<file path="src/rtl/mlsib_key_checker_key_shift_reg.sv">
// Key shift/capture register for the key checker. Bits enter at the MSB from
// SI and leave at the LSB on SO. A capture load takes precedence over a shift,
// and both only act while the segment is selected.
module key_shift_reg #(
   parameter int WIDTH = 16
) (
   input  logic             Clock,
   input  logic             Rst,
   input  logic             select,
   input  logic             shift_en,
   input  logic             capture_en,
   input  logic             si,
   input  logic [WIDTH-1:0] capture_value,
   output logic [WIDTH-1:0] sh_reg,
   output logic             so
);

   // Capture load wins over shifting; without select the register holds
   always_ff @(posedge Clock or posedge Rst) begin
      if (Rst) begin
         sh_reg <= '0;
      end else if (select && capture_en) begin
         sh_reg <= capture_value;
      end else if (select && shift_en) begin
         sh_reg <= {si, sh_reg[WIDTH-1:1]};
      end
   end

   assign so = sh_reg[0];

endmodule

</file>
<file path="config.mk">
export PLATFORM = sky130hd
export DESIGN_NAME = key_shift_reg
export DESIGN_NICKNAME = d
export VERILOG_FILES = /design/src/rtl/mlsib_key_checker_key_shift_reg.sv
export SDC_FILE = /design/constraint.sdc
export NUM_CORES = 1
export LEC_CHECK = 0
export ABC_CLOCK_PERIOD_IN_PS = 1030
export CORE_ASPECT_RATIO = 0.7
export CORE_MARGIN = 4
export CORE_UTILIZATION = 30
export CTS_CLUSTER_SIZE = 10
export DETAILED_ROUTE_END_ITERATION = 8
export HOLD_SLACK_MARGIN = 0.15
export PLACE_DENSITY_LB_ADDON = 0.08
export SLEW_MARGIN = 20
export SYNTH_ARGS = -nofsm -noshare
export SYNTH_HDL_FRONTEND = slang
export SYNTH_SLANG_ARGS = --single-unit
</file>
<file path="constraint.sdc">
create_clock -name Clock -period 1.03 [get_ports Clock]
set_input_delay 0.206 -clock Clock [delete_from_list [all_inputs] [get_ports Clock]]
set_output_delay 0.206 -clock Clock [all_outputs]
set_load 0.005 [all_outputs]
</file>
==> impl_results.md, run 1 <==
- Status: finished, violations left
- Failing checks: negative setup slack
- Tot GR Track Use: ~15%
- Worst hold path type: in -> async
- Final worst slack: -0.0868 ns
- R2r endpoint: sh_reg[10]
- Clock root cell: clkbuf_4
- Count of cell types in the netlist: 14
- Synthesized area per cell: between 9 and 10 µm²
- GR peak layer: met2
- Worst Clk Skew: 0.00651 ns
- Clock period minus worst slack: 1.12 ns
- Die height: 50.1 µm
- Grt met1 use: 20.5%
- Final Max Slew Viols: 0
- Post-Route WL: 2.43 mm
- Dpl cells: 163
- Mapped Nets: 100
- Ratio of cells with drive above 1 in the final layout: 37.9%
- Power Total: 1.85 mW
- Via count: between 800 and 900
- FFs w/ async S/R, synth: between 90% and 100%
- Synth top area cells: dfrtp_1 (53%), o22ai_1 (18%), a21oi_1 (9.9%), nor2_1 (4.4%), buf_6 (4.4%)
- Global-route wire length before repair: 3.95 mm
- R2r setup slk: roughly 0.06 ns
- TritonCTS Buffers: 3
- Fin nets: 163
- CP required: 0.82 ns
- Worst Setup SP: sh_reg[0]
- Final hold violation count: 0
- Area leader, netlist: dfrtp_1
- Met2 Use GR: 22.2%
- Worst setup path end: so
- Post-route ant nets: 0
- Yosys reg bits: 16
- Highest-delay cell along the critical path: dfrtp_1
- Pleak: 0.582 nW
- Htree depth: 1
- CP Cell Sequence: buf_6 -> buf_6
- DR vias/cell: 4.89
- Largest net degree at the start of global routing: 17
- Synth cell count leaders: o22ai_1 (22), dfrtp_1 (16), a21oi_1 (15), nor2_1 (9), buf_6 (3)
- Layout area overhead: 73.4%
- Port-buffer cells: 38
- Setup Crit Path Kind: reg -> out
- Finished Layout Cells: about 170
- Slew HR: 79.9%
- Most used cell, CP: buf_6
- Fillers: about 210
- Antenna diodes: 0
- Core area: ~0.0023 mm²
- YS warnings: 0
- Die area: 0.00342 mm²
- Post-synthesis sequential area ratio: a little over half
- Initial core utilization: 33.4%
- Maximum Capacitance Violations: 0
- Routing usage on met3: 6.47%
- Power per cell area: 1410 mW/mm²
- Arrival @ worst endpoint: 0.91 ns
- Detail Placement HPWL: between 1.5 and 2 mm
- RR Startpoint: sh_reg[11]
- Fin util: just under 60%
- Max VDD drop: between 0.7 and 0.8 mV
- Largest stage delay, worst path: 0.40 ns
- DRC: 0
- Row Count: 14
- Yosys top cell area share: a little over half
- Drt initial violations: 78
- Die width: between 60 and 70 µm
- Post-DR wirelength/cell: 14.1 µm
- Reg clk slew, reported paths: 0.10 ns
- RSZ-0062 raised after global routing: true
- Skew-Pair Late Insertion Delay: just under 0.3 ns
- Mapped cell area: about 760 µm²
- Dominant synthesized flop cell: dfrtp_1
- Worst hold margin: 0.221 ns
- Max Fclk: between 800 and 900 MHz
- Final setup vio count: 2
- Worst slew pin tran: 0.300 ns
- Post-synth EDFFs: 0
- Placer congestion estimate: 0.712
- Crit path launch type: flip-flop
- Grt ovf: 0
- Boundary Pins: 39
- CP Capture Type: output pin
- Reg area: 400 µm²
- Most frequent cell after synthesis: o22ai_1
- Cells on worst reg2reg path: 3
- CTS Buffer Depth: 2
- Vias in the first global route: 872
- Initial antenna violation count: 0
- Clock Sinks: 16
- Worst Path Max Fanout: 2
- CTS tree: built
- Syn Inst Count: 78
- Max FFs per register: 16
- Area of the multi-input gates: roughly 320 µm²
- Period utilization: 108%
- Drt pass-1 iters: 4
-- routing by layer --
metal  wire length [µm]  part of all wire (%)  vias to the layer above
li1                   -                     -                      415
met1               1100                    45                      391
met2               1080                    45                       31
met3                225                   9.3                        4
met4                 25                   1.0                        0
met5                  0                     0                        -
-- timing repair --
| item | 4_1_cts | 5_1_grt |
|---|---|---|
| hold buffers | 0 | 0 |
| endpoints found under the setup margin | 33 | 19 |
| pin swaps | 0 | 0 |
| setup buffers | 2 | 3 |
| resized for setup | 75 | 2 |
| hold endpoints to repair | 0 | 0 |
-- kinds of logic after synthesis --
family | count (synthesis) | synth area share (%)
AO/OA/AOI/OAI | 38 | 28.9
buffers and inverters | 9 | 8.72
flip-flops | 16 | 52.6
AND/OR/NAND/NOR | 15 | 9.71
-- report_power, final --
| part | total, mW | internal (mW) | switching (mW) | leakage, nW |
|---|---|---|---|---|
| sequential | 0.766 | 0.718 | 0.0478 | 0.175 |
| combinational | 0.663 | 0.397 | 0.266 | 0.386 |
| clock | 0.424 | 0.215 | 0.208 | 0.0210 |
| total | 1.85 | 1.33 | 0.522 | 0.582 |
-- through the flow --
stage,worst slack (ns),area [µm²],TNS [ns]
final,-0.0868,1320,-0.0920
after global routing,-0.124,1320,-0.591
after CTS,-0.0894,1280,-0.0978
after detailed placement,-0.429,1300,-6.19
after global placement,-0.395,1300,-5.79
after floorplan,0.135,761,0
-- critical path, delay by kind of cell (launching register included) --
kind                   cells  cell delay (ns)
flip-flops                 1             0.40
buffers and inverters      2             0.22
-- worst min-delay path by stage --
stage / start / end / cells after the start
global route: Rst / sh_reg[5] / 3
CTS: Rst / sh_reg[5] / 3
floorplan: Rst / sh_reg[0] / 1
global placement: Rst / sh_reg[4] / 3
detailed placement: Rst / sh_reg[4] / 3
finish: Rst / sh_reg[12] / 3
-- final cells by class --
cell class | instances | share of cell area (%)
Timing Repair Buffer | 65 | 39.2
Sequential cell | 16 | 30.4
Multi-Input combinational cell | 53 | 24.1
Inverter | 2 | 0.569
Tap cell | 32 | 3.04
Clock buffer | 4 | 2.75
-- placed cells by master (no fill, tap or decap) --
cell type	count
clkbuf_8	1
inv_1	2
nand2_1	2
nand2b_2	1
clkbuf_4	3
buf_12	1
dlygate4sd2_1	3
buf_4	25
buf_6	2
o22ai_2	1
o22ai_1	21
buf_2	16
nor2_2	1
o21a_1	1
dfrtp_1	16
nor3_2	1
clkdlybuf4s50_1	18
a21oi_1	15
nor2_1	9
nor4bb_4	1
No activity file was read; power rests on OpenSTA's default activity.
==> run 2: changes to the inputs <==
CORE_MARGIN = unset   (was 4)
==> impl_results.md, run 2 (synthesis results as in run 1) <==
- Status: finished, violations left
- Failing checks: negative setup slack
- DR vias/cell: 5.02
- Detail Placement HPWL: ~1.7 mm
- CP Capture Type: output pin
- CTS Buffer Depth: 2
- Clock root cell: clkbuf_4
- Die height: 44.1 µm
- Register share of total power: around 41%
- R2r setup slk: 0.04 ns
- Die area: 0.00274 mm²
- Highest-delay cell along the critical path: dfrtp_1
- Switching Share: between 20% and 30%
- TritonCTS Buffers: 3
- Worst slew pin tran: between 0.3 and 0.4 ns
- Tot GR Track Use: about a fifth
- Slew HR: 79.7%
- Ratio of cells with drive above 1 in the final layout: 39.0%
- Pleak: 0.590 nW
- Worst hold path type: in -> async
- Post-route ant nets: 0
- CTS tree: built
- CP required: 0.82 ns
- Commonest non-fill, non-tap cell in the layout: buf_4
- Final setup vio count: 3
- Finished Layout Cells: 173
- Boundary Pins: 39
- Largest net degree at the start of global routing: 17
- Period utilization: 109%
- Fin nets: 164
- RSZ-0062 raised after global routing: true
- Post-CTS Hold Buffers: 0
- Largest stage delay, worst path: 0.40 ns
- Antenna diodes: 0
- Htree depth: 1
- Clock power frac: 22.5%
- Row Count: 14
- Dpl cells: 163
- Clock Sinks: 16
- Power Total: 1.87 mW
- Port-buffer cells: 38
- CP Cell Sequence: buf_6 -> buf_6
- Grt ovf: 0
- Max FFs per register: 16
- Core area: 0.00228 mm²
- Vias in the first global route: 842
- Drt pass-1 iters: 4
- Sw Pwr: 0.527 mW
- Final worst slack: -0.0935 ns
- Max VDD drop: 0.842 mV
- Skew-Pair Late Insertion Delay: just under 0.3 ns
- Internal: 1.34 mW
- Power per cell area: approximately 1400 mW/mm²
- Initial antenna violation count: 0
- Worst Clk Skew: 0.0126 ns
- Global-route wire length before repair: 3.92 mm
- Final hold violation count: 0
- Drt initial violations: 26
- Post-Route WL: 2.43 mm
- Post-DR wirelength/cell: 14.1 µm
- Maximum Capacitance Violations: 0
- Combinational share of power: 36.5%
- Final Max Slew Viols: 0
- Sum of buffers and inverters on the critical path: 2
- Setup Crit Path Kind: reg -> out
- Clock period minus worst slack: roughly 1.1 ns
- Placer congestion estimate: roughly 0.8
- Max Fclk: approximately 890 MHz
- Die width: 62.2 µm
- Initial core utilization: approximately 33%
- Layout area overhead: 75.7%
- Crit path launch type: flip-flop
- Most frequent cells in the layout: buf_4 (25), o22ai_1 (20), clkdlybuf4s50_1 (18), buf_2 (16), dfrtp_1 (16)
- Via count: 869
- Arrival @ worst endpoint: 0.92 ns
- DRC: 0
- Fillers: 224
- Most used cell, CP: buf_6
- Worst Path Max Fanout: 2
- Reg clk slew, reported paths: roughly 0.10 ns
- Cell family with most CP delay: flip-flops
==> run 2: stage by stage <==
| stage | instance area [µm²] | hold WS [ns] | TNS, ns | worst slack, ns | utilization [%] |
|---|---|---|---|---|---|
| 5_1_grt | 1340 | 0.221 | -0.612 | -0.149 | 58.7 |
| 2_1_floorplan | 761 | 0.120 | 0 | 0.135 | - |
| 3_5_place_dp | 1300 | 0.533 | -6.20 | -0.429 | 57.1 |
| 6_report | 1340 | 0.212 | -0.109 | -0.0935 | 58.7 |
| 4_1_cts | 1310 | 0.214 | -0.124 | -0.0944 | 57.5 |
| 3_3_place_gp | 1300 | 0.535 | -5.78 | -0.398 | 57.1 |
==> run 2: timing repair <==
| action | in CTS | in global routing |
|---|---|---|
| setup buffers | 6 | 1 |
| pin swaps | 2 | 4 |
| endpoints found under the setup margin | 33 | 20 |
| gates resized for setup | 72 | 3 |
==> run 2: final cells by class <==
cell class | count | area (µm²) | area share (%)
Clock buffer | 4 | 36.3 | 2.72
Multi-Input combinational cell | 53 | 324 | 24.3
Tap cell | 32 | 40.0 | 3.00
Inverter | 2 | 7.51 | 0.562
Timing Repair Buffer | 66 | 528 | 39.5
Sequential cell | 16 | 400 | 30.0
==> run 2: worst paths after layout <==
check                            startpoint    endpoint  cells after the start
min reg2reg                       sh_reg[6]   sh_reg[6]                      3
max                               sh_reg[0]          so                      2
min in group Clock         capture_value[0]   sh_reg[0]                      3
max reg2reg                      sh_reg[11]  sh_reg[10]                      3
min                                     Rst   sh_reg[3]                      3
max in group asynchronous               Rst  sh_reg[12]                      3
==> run 2: layer usage <==
layer  GRT usage [%]  up-vias  wire, µm
met5               0        -         0
met4            5.58        0        10
met3            6.44        2       174
met2            28.1       37      1100
met1            26.1      411      1150
li1                -      419         -
==> run 2: power groups by stage <==
stage | registers, mW | logic [mW] | clock network [mW]
global route | 0.781 | 0.737 | 0.468
finish | 0.766 | 0.684 | 0.422
global placement | 0.779 | 0.684 | 0
CTS | 0.766 | 0.659 | 0.436
floorplan | 0.813 | 0.201 | 0
detailed placement | 0.782 | 0.693 | 0
==> run 2: worst register-to-register path, stage by stage (launching register included) <==
cell and delay, ns:
dfrtp_1 0.40, buf_6 0.13, nor4bb_4 0.28, nor3_2 0.07
